<file path="config.mk">
export PLATFORM = sky130hd
export DESIGN_NAME = data_mem_arbiter
export DESIGN_NICKNAME = d
export VERILOG_FILES = /design/src/rtl/mem_arb_pkg.sv /design/src/rtl/arb_wait_counter.sv /design/src/rtl/data_mem_arbiter.sv
export SDC_FILE = /design/constraint.sdc
export NUM_CORES = 1
export LEC_CHECK = 0
export ABC_AREA = 1
export BUFFER_PORTS_ARGS = -buffer_cell sky130_fd_sc_hd__buf_2
export CAP_MARGIN = 20
export CORE_AREA = 2 2 81 83
export CTS_CLUSTER_SIZE = 28
export DETAILED_ROUTE_END_ITERATION = 6
export DIE_AREA = 0 0 83 85
export PLACE_DENSITY = 0.83
export SYNTH_ARGS = -nofsm -noshare
export SYNTH_HDL_FRONTEND = slang
export SYNTH_HIERARCHICAL = 1
export SYNTH_SLANG_ARGS = --single-unit
</file>
<file path="constraint.sdc">
create_clock -name clk -period 1.79 [get_ports clk]
set_input_delay 0.2685 -clock clk [delete_from_list [all_inputs] [get_ports clk]]
set_output_delay 0.2685 -clock clk [all_outputs]
set_load 0.01 [all_outputs]
</file>
<file path="src/rtl/mem_arb_pkg.sv">
// mem_arb_pkg: shared types and defaults for the data memory arbiter.
//   Provides the arbiter FSM state enum, the read-owner enum and the
//   default address/data widths used by data_mem_arbiter.
package mem_arb_pkg;
    localparam int ADDR_W_DEF = 18;
    localparam int DATA_W_DEF = 24;
    typedef enum logic {IDLE, LOCKED} arb_state_e;
    typedef enum logic [1:0] {OWN_NONE, OWN_CPU, OWN_LD} owner_e;
endpackage

</file>
<file path="src/rtl/arb_wait_counter.sv">
// arb_wait_counter: saturating count of cycles the loader has waited for a grant.
//   clk, rst (sync, active-low), inc (loader waiting), clr (loader granted or idle),
//   at_max (count has reached MAX).
module arb_wait_counter #(
    parameter int MAX = 8
) (
    input  logic clk,
    input  logic rst,
    input  logic inc,
    input  logic clr,
    output logic at_max
);
    logic [7:0] cnt_q, cnt_d;
    always_comb cnt_d = clr ? 8'd0 : (inc && !at_max) ? cnt_q + 8'd1 : cnt_q;
    always_ff @(posedge clk) begin
        if (!rst) cnt_q <= 8'd0;
        else      cnt_q <= cnt_d;
    end
    assign at_max = cnt_q == 8'(MAX);
endmodule

</file>
<file path="src/rtl/data_mem_arbiter.sv">
// data_mem_arbiter: shares one single-port synchronous data RAM between the CPU MEM stage and a loader.
//   Optional feature macro: ARB_PERF_CNT_EN adds perf_conflicts/perf_stalls counters.
//   clk, rst (sync, active-low)
//   cpu_req/cpu_we/cpu_addr/cpu_wdata -> cpu_stall, cpu_rdata/cpu_rvalid
//   ld_req/ld_we/ld_lock/ld_addr/ld_wdata -> ld_gnt, ld_rdata/ld_rvalid
//   mem_en/mem_we/mem_addr/mem_wdata -> RAM, mem_rdata <- RAM (1-cycle latency)
module data_mem_arbiter
    import mem_arb_pkg::*;
#(
    parameter int ADDR_W   = ADDR_W_DEF,
    parameter int DATA_W   = DATA_W_DEF,
    parameter int MAX_WAIT = 8
) (
    input  logic              clk,
    input  logic              rst,
    input  logic              cpu_req,
    input  logic              cpu_we,
    input  logic [ADDR_W-1:0] cpu_addr,
    input  logic [DATA_W-1:0] cpu_wdata,
    output logic              cpu_stall,
    output logic [DATA_W-1:0] cpu_rdata,
    output logic              cpu_rvalid,
    input  logic              ld_req,
    input  logic              ld_we,
    input  logic              ld_lock,
    input  logic [ADDR_W-1:0] ld_addr,
    input  logic [DATA_W-1:0] ld_wdata,
    output logic              ld_gnt,
    output logic [DATA_W-1:0] ld_rdata,
    output logic              ld_rvalid,
    output logic              mem_en,
    output logic              mem_we,
    output logic [ADDR_W-1:0] mem_addr,
    output logic [DATA_W-1:0] mem_wdata,
    input  logic [DATA_W-1:0] mem_rdata
`ifdef ARB_PERF_CNT_EN
    ,
    output logic [15:0]       perf_conflicts,
    output logic [15:0]       perf_stalls
`endif
);
    arb_state_e state_q, state_d;
    owner_e     owner_q, owner_d;
    logic       at_max, lock_hold, cpu_gnt, ld_gnt_c;

    arb_wait_counter #(.MAX(MAX_WAIT)) u_wait (
        .clk    (clk),
        .rst    (rst),
        .inc    (ld_req && !ld_gnt_c),
        .clr    (ld_gnt_c || !ld_req),
        .at_max (at_max)
    );

    // A lock only holds while the loader keeps both req and lock high; the
    // cycle either drops falls back to normal arbitration. Grants are masked
    // while rst is low so nothing reaches the RAM during reset.
    always_comb begin
        lock_hold = state_q == LOCKED && ld_req && ld_lock;
        cpu_gnt   = rst && cpu_req && !lock_hold && !(ld_req && at_max);
        ld_gnt_c  = rst && ld_req && !cpu_gnt;
        state_d   = (ld_gnt_c && ld_lock) ? LOCKED : IDLE;
        owner_d   = (cpu_gnt && !cpu_we) ? OWN_CPU : (ld_gnt_c && !ld_we) ? OWN_LD : OWN_NONE;
    end

    always_ff @(posedge clk) begin
        if (!rst) begin
            state_q <= IDLE;
            owner_q <= OWN_NONE;
        end else begin
            state_q <= state_d;
            owner_q <= owner_d;
        end
    end

    assign cpu_stall  = rst && cpu_req && !cpu_gnt;
    assign ld_gnt     = ld_gnt_c;
    assign mem_en     = cpu_gnt || ld_gnt_c;
    assign mem_we     = cpu_gnt ? cpu_we : ld_gnt_c && ld_we;
    assign mem_addr   = cpu_gnt ? cpu_addr : ld_gnt_c ? ld_addr : '0;
    assign mem_wdata  = cpu_gnt ? cpu_wdata : ld_gnt_c ? ld_wdata : '0;
    assign cpu_rvalid = rst && owner_q == OWN_CPU;
    assign ld_rvalid  = rst && owner_q == OWN_LD;
    assign cpu_rdata  = cpu_rvalid ? mem_rdata : '0;
    assign ld_rdata   = ld_rvalid ? mem_rdata : '0;

`ifdef ARB_PERF_CNT_EN
    logic [15:0] perf_conf_q, perf_stall_q;
    always_ff @(posedge clk) begin
        if (!rst) begin
            perf_conf_q  <= '0;
            perf_stall_q <= '0;
        end else begin
            perf_conf_q  <= (cpu_req && ld_req && !(&perf_conf_q)) ? perf_conf_q + 16'd1 : perf_conf_q;
            perf_stall_q <= (cpu_stall && !(&perf_stall_q)) ? perf_stall_q + 16'd1 : perf_stall_q;
        end
    end
    assign perf_conflicts = perf_conf_q;
    assign perf_stalls    = perf_stall_q;
`endif
endmodule

</file>
# Word level (Yosys, flattened, before mapping)
# Index checks and enable logic that the tools add are counted.
[word_totals]
register_bits = 11
in_bits = 115
output_inout_bits = 96
elab_cells = 48
[classes]
n_addsub = 1
n_eq_ne = 3
mux = 10
bitwise_logic = 1
reduce_logical = 29
[ops]
columns = ["operator", "n"]
rows = [
  ["24-bit two-way mux", 4],
  ["18-bit two-way mux", 2],
  ["1-bit logical AND", 17],
  ["8-bit by 1-bit adder with 8-bit output (second input constant)", 1],
  ["8-bit by 4-bit equality test with 1-bit output (second input constant)", 1],
  ["1-bit zero test", 8],
  ["2-bit OR reduction", 2],
  ["1-bit two-way mux", 3],
  ["2-bit by 1-bit equality test with 1-bit output (second input constant)", 1],
  ["2-bit equality test (second input constant)", 1],
  ["1-bit logical OR", 2],
  ["2-bit two-way mux", 1],
  ["1-bit inverter", 1],
]

# Depth between registers and ports, before layout
[logic_depth]
depth_word = 10
depth_mapped = 13
depth_no_buf = 13

# By module
# The synthesis kept the hierarchy.
[by_module_without_submodules]
columns = ["mod", "instances", "cells_each", "area_per_inst_um2", "seq_area_each_um2"]
rows = [
  ["data_mem_arbiter", 1, 252, 1206.2, 60.1],
  ["arb_wait_counter", 1, 76, 496.7, 160.2],
]

# Worst setup path after synthesis
# Ideal clock, no wire load.
[synth_path]
path_type = "flip-flop to flip-flop"
from = "reg u_wait.cnt_q[0]"
to = "reg u_wait.cnt_q[4]"
arrival_time_ns = 1.738
t_required_ns = 1.720
setup_slack_ns = -0.017
path_stages_with_launch = 14
n_path_buf = 0
period_less_slack_ns = 1.807
cell_sequence = "dfxtp_1 inv_1 ha_1 nand3_2 nor2_2 nand2_2 nand3_4 nand2_1 nand2_1 inv_1 inv_1 nor2_4 nand2_1 a21oi_1"
[synth_between]
elab_chain_cells = 9
[synth_lines]
columns = ["element", "line_no", "rtl"]
rows = [
  ["from (decl)", "arb_wait_counter.sv:13", "logic [7:0] cnt_q, cnt_d;"],
  ["from (signal assigned)", "arb_wait_counter.sv:17", "else cnt_q <= cnt_d;"],
  ["8-bit by 4-bit equality test with 1-bit output *", "arb_wait_counter.sv:19", "assign at_max = cnt_q == 8'(MAX);"],
  ["via at_max", "data_mem_arbiter.sv:44", "logic at_max, lock_hold, cpu_gnt, ld_gnt_c;"],
  ["1-bit logical AND", "data_mem_arbiter.sv:59", "cpu_gnt = rst && cpu_req && !lock_hold && !(ld_req && at_max);"],
  ["1-bit zero test", "data_mem_arbiter.sv:59", ""],
  ["1-bit logical AND", "data_mem_arbiter.sv:59", ""],
  ["1-bit zero test", "data_mem_arbiter.sv:60", "ld_gnt_c = rst && ld_req && !cpu_gnt;"],
  ["1-bit logical AND", "data_mem_arbiter.sv:60", ""],
  ["1-bit zero test", "data_mem_arbiter.sv:49", ".inc (ld_req && !ld_gnt_c),"],
  ["1-bit logical AND", "data_mem_arbiter.sv:49", ""],
  ["1-bit logical AND", "arb_wait_counter.sv:14", "always_comb cnt_d = clr ? 8'd0 : (inc && !at_max) ? cnt_q + 8'd1 : cnt_q;"],
]
# The timed path passes the listed nets; every way through them passes the cells marked *.
# A chain may end at the register's enable or synchronous reset.

# Worst setup path in the final report
[layout_path]
from = "reg u_wait.cnt_q[0]"
to = "out mem_wdata[19]"
[layout_between]
elab_chain_cells = 8
[layout_lines]
columns = ["element", "line_no", "rtl"]
rows = [
  ["8-bit by 4-bit equality test with 1-bit output *", "arb_wait_counter.sv:19", ""],
  ["via at_max", "data_mem_arbiter.sv:44", ""],
  ["1-bit logical AND *", "data_mem_arbiter.sv:59", ""],
  ["1-bit zero test *", "data_mem_arbiter.sv:59", ""],
  ["1-bit logical AND *", "data_mem_arbiter.sv:59", ""],
  ["1-bit zero test", "data_mem_arbiter.sv:60", ""],
  ["1-bit logical AND", "data_mem_arbiter.sv:60", ""],
  ["24-bit two-way mux", "data_mem_arbiter.sv:80", "assign mem_wdata = cpu_gnt ? cpu_wdata : ld_gnt_c ? ld_wdata : '0;"],
  ["24-bit two-way mux *", "data_mem_arbiter.sv:80", ""],
  ["to (decl)", "data_mem_arbiter.sv:34", "output logic [DATA_W-1:0] mem_wdata,"],
]
# Marks and branches as above.

==> impl_results.md <==
- Most frequent cells in the layout: buf_2 (203), nand2_1 (65), nor2_1 (62), nand4_1 (43), inv_1 (36)
- Worst vdd ir: around 280 uV
- Critical Path RT: between 1.5 and 2 ns
- Violated checks: negative setup slack
- CP cell instances: inv_2 > ha_4 > nand3_4 > nor2_4 > nand2_4 > nand3_4 > buf_12 > buf_12 > buf_12 > nand3_2 > nand2_1 > buf_2
- CP Launch Type: flip-flop
- Synth cell types: 21
- Max clock buf depth: 2
- Minimum clock period: between 2 and 2.5 ns
- Period utilisation layout: 115%
- Initial antenna violation count: 0
- Die width: 83 um
- DR pass1 iterations: 7
- P&R area growth vs syn: 99.0%
- Core footprint: ~6200 sq um
- Netlist Area Pre-Place: ~1700 sq um
- Synth top area cells: nand2_1 (16%), nand4_1 (16%), nor2_1 (14%)
- Final slew viol count: 0
- Fin nets: 670
- Bufs and invs on worst path: 5
- Most common cell after layout, fill and taps aside: buf_2
- TritonCTS buffer count: 3
- Post-DR wirelength/cell: roughly 13 um
- TritonCTS clock tree: done
- RSZ-0062 raised after global routing: yes
- Routed WL: 8380 um
- Post-synthesis sequential area ratio: 12.9%
- GPL Wtd Cong: about 0.9
- Mapped Cells: approximately 330
- Final hold violation count: 0
- Class of the worst hold path: in2reg
- Crit path largest cell delay: around 0.32 ns
- Lkg Pwr: ~2.1 nW
- Setup crit end kind: output port
- Worst-Margin Slew: 0.410 ns
- Clk sink count: 11
- Die extent in y: about 85 um
- Pin count of the biggest net entering global routing: 44
- Crit Path Class: reg2out
- Critical path origin: u_wait/cnt_q[0]
- R2R Setup Slk: -0.14 ns
- Clock root buffer: clkbuf_8
- Setup violators final: 53
- Clock skew: 0.00532 ns
- Ys Warns: 6
- Share of layout cells above drive strength 1: around 54%
- Vias per std cell: 4.90
- Worst Slack Setup Final: -0.269 ns
- Overall Global Routing Usage: 21.3%
- H-Tree Depth: 1
- Cells on Worst Hold Path: 2
- Fmax: ~0.49 GHz
- DRT iter0 DRCs: about 130
- Status: finished, violations left
- Vias in the first global route: approximately 2700
- Final ANT Viol Nets: 0
- Post-synth net total: approximately 450
- Area share of the largest cell type after synthesis: ~16%
- Yosys top cell by area: nand2_1
- N_diodes: 0
- Worst path most repeated cell: buf_12
- DP Wirelength: a little over 6000 um
- Yosys reg bits: 11
- CP Depth: 12
- Worst-skew pair later-pin latency: 0.24 ns
- Relative slew slack: slightly above 70%
- Total gr overflow: 0
- Detailed-route DRC error count: 0
- Cell Pwr Density: around 320 nW/um^2
- Die area: 7060 sq um
- CTS clk-pin slew, worst paths: about 0.050 ns
- I/O pin total: between 200 and 250
- Crit path max fanout: 5
- Total chip power: between 1 and 1.5 mW
- Hold Path Origin: cpu_we
- Row Count: 29
- First-pass GRT wire length: 12700 um
- Pre-CTS WS: around 0.022 ns
- Arrival @ worst endpoint: approximately 1.8 ns
- # Max-Cap Violations: 0
- Reg2reg start: u_wait/cnt_q[0]
- R2r worst-path depth: 15
- PortBufs: 210
- Crit-path leading delay family: simple AND/OR/NAND/NOR gates
- Mean Syn Cell Area: just over 5 sq um
- Initial Util: approximately 27%
- Crit-path slowest cell: dfxtp_2
- DR vias: a little over 3000
==> kinds of logic (layout without fill, tap and decap cells) <==
group / after synthesis / after routing / share of synthesized area, %
adder cells (fa/ha/maj): 2 / 2 / 1.47
AO/OA/AOI/OAI: 11 / 11 / 3.89
XOR/XNOR: 3 / 3 / 1.54
buffers and inverters: 67 / 291 / 16.2
AND/OR/NAND/NOR: 234 / 234 / 63.9
flip-flops: 11 / 11 / 12.9
==> stage by stage <==
step | util [%] | TNS (ns) | std cells | hold WS [ns] | area, sq um
after global placement | 46.7 | 0 | 609 | 0.456 | 2900
after floorplan | - | 0 | 328 | 0.341 | 1710
final | 54.6 | -9.45 | 629 | 0.198 | 3390
after CTS | 53.0 | -7.22 | 629 | 0.198 | 3290
after global routing | 54.6 | -14.55 | 629 | 0.214 | 3390
after detailed placement | 46.7 | 0 | 609 | 0.452 | 2900
==> metal layers <==
layer  vias to the layer above  track usage, %  part of all wire, %
met5                         -               0                    0
met4                         0            7.60                  2.4
met3                        27            3.50                  7.8
met2                       166            38.6                   52
met1                      1374            25.3                   37
li1                       1515               -                    -
==> state kept, by name, indices dropped and copies added (netlist names) <==
register,count
owner_q,2
u_wait/cnt_q,8
state_q,1
==> report_power, final <==
group | switching [mW] | total, mW | internal (mW)
clock | 0.0962 | 0.253 | 0.157
sequential | 0.00253 | 0.253 | 0.250
combinational | 0.297 | 0.581 | 0.284
total | 0.396 | 1.09 | 0.691
==> cell usage after synthesis <==
master,count
inv_2,2
ha_1,2
nand4_1,43
inv_1,40
nor2_2,2
clkbuf_1,12
nand3_1,47
o21ai_0,3
nor2_1,63
o21ai_4,1
nand2_1,73
nand2_2,2
clkinv_1,1
dfxtp_1,11
buf_2,8
nand3_2,2
nor2_4,1
xor2_1,3
a21oi_1,7
nand3_4,1
buf_4,4
==> repair_timing <==
action / 4_1_cts / 5_1_grt
gates cloned: 3 / 1
setup endpoints to repair: 46 / 53
pin swaps: 12 / 29
gates resized for setup: 31 / 33
setup buffers: 14 / 3
hold buffers: 0 / 0
==> final timing paths <==
check,to
worst min-delay path,owner_q[0]
worst max register to register,u_wait/cnt_q[2]
worst min register to register,u_wait/cnt_q[6]
worst max-delay path,mem_wdata[19]
==> final cells by class <==
type,instances,area (sq um)
Timing Repair Buffer,244,1480
Sequential cell,11,224
Fill cell,595,2820
Tap cell,77,96.3
Clock buffer,4,45.0
Multi-Input combinational cell,250,1380
Inverter,43,161
Note: power is estimated with default switching activity, not from simulation.
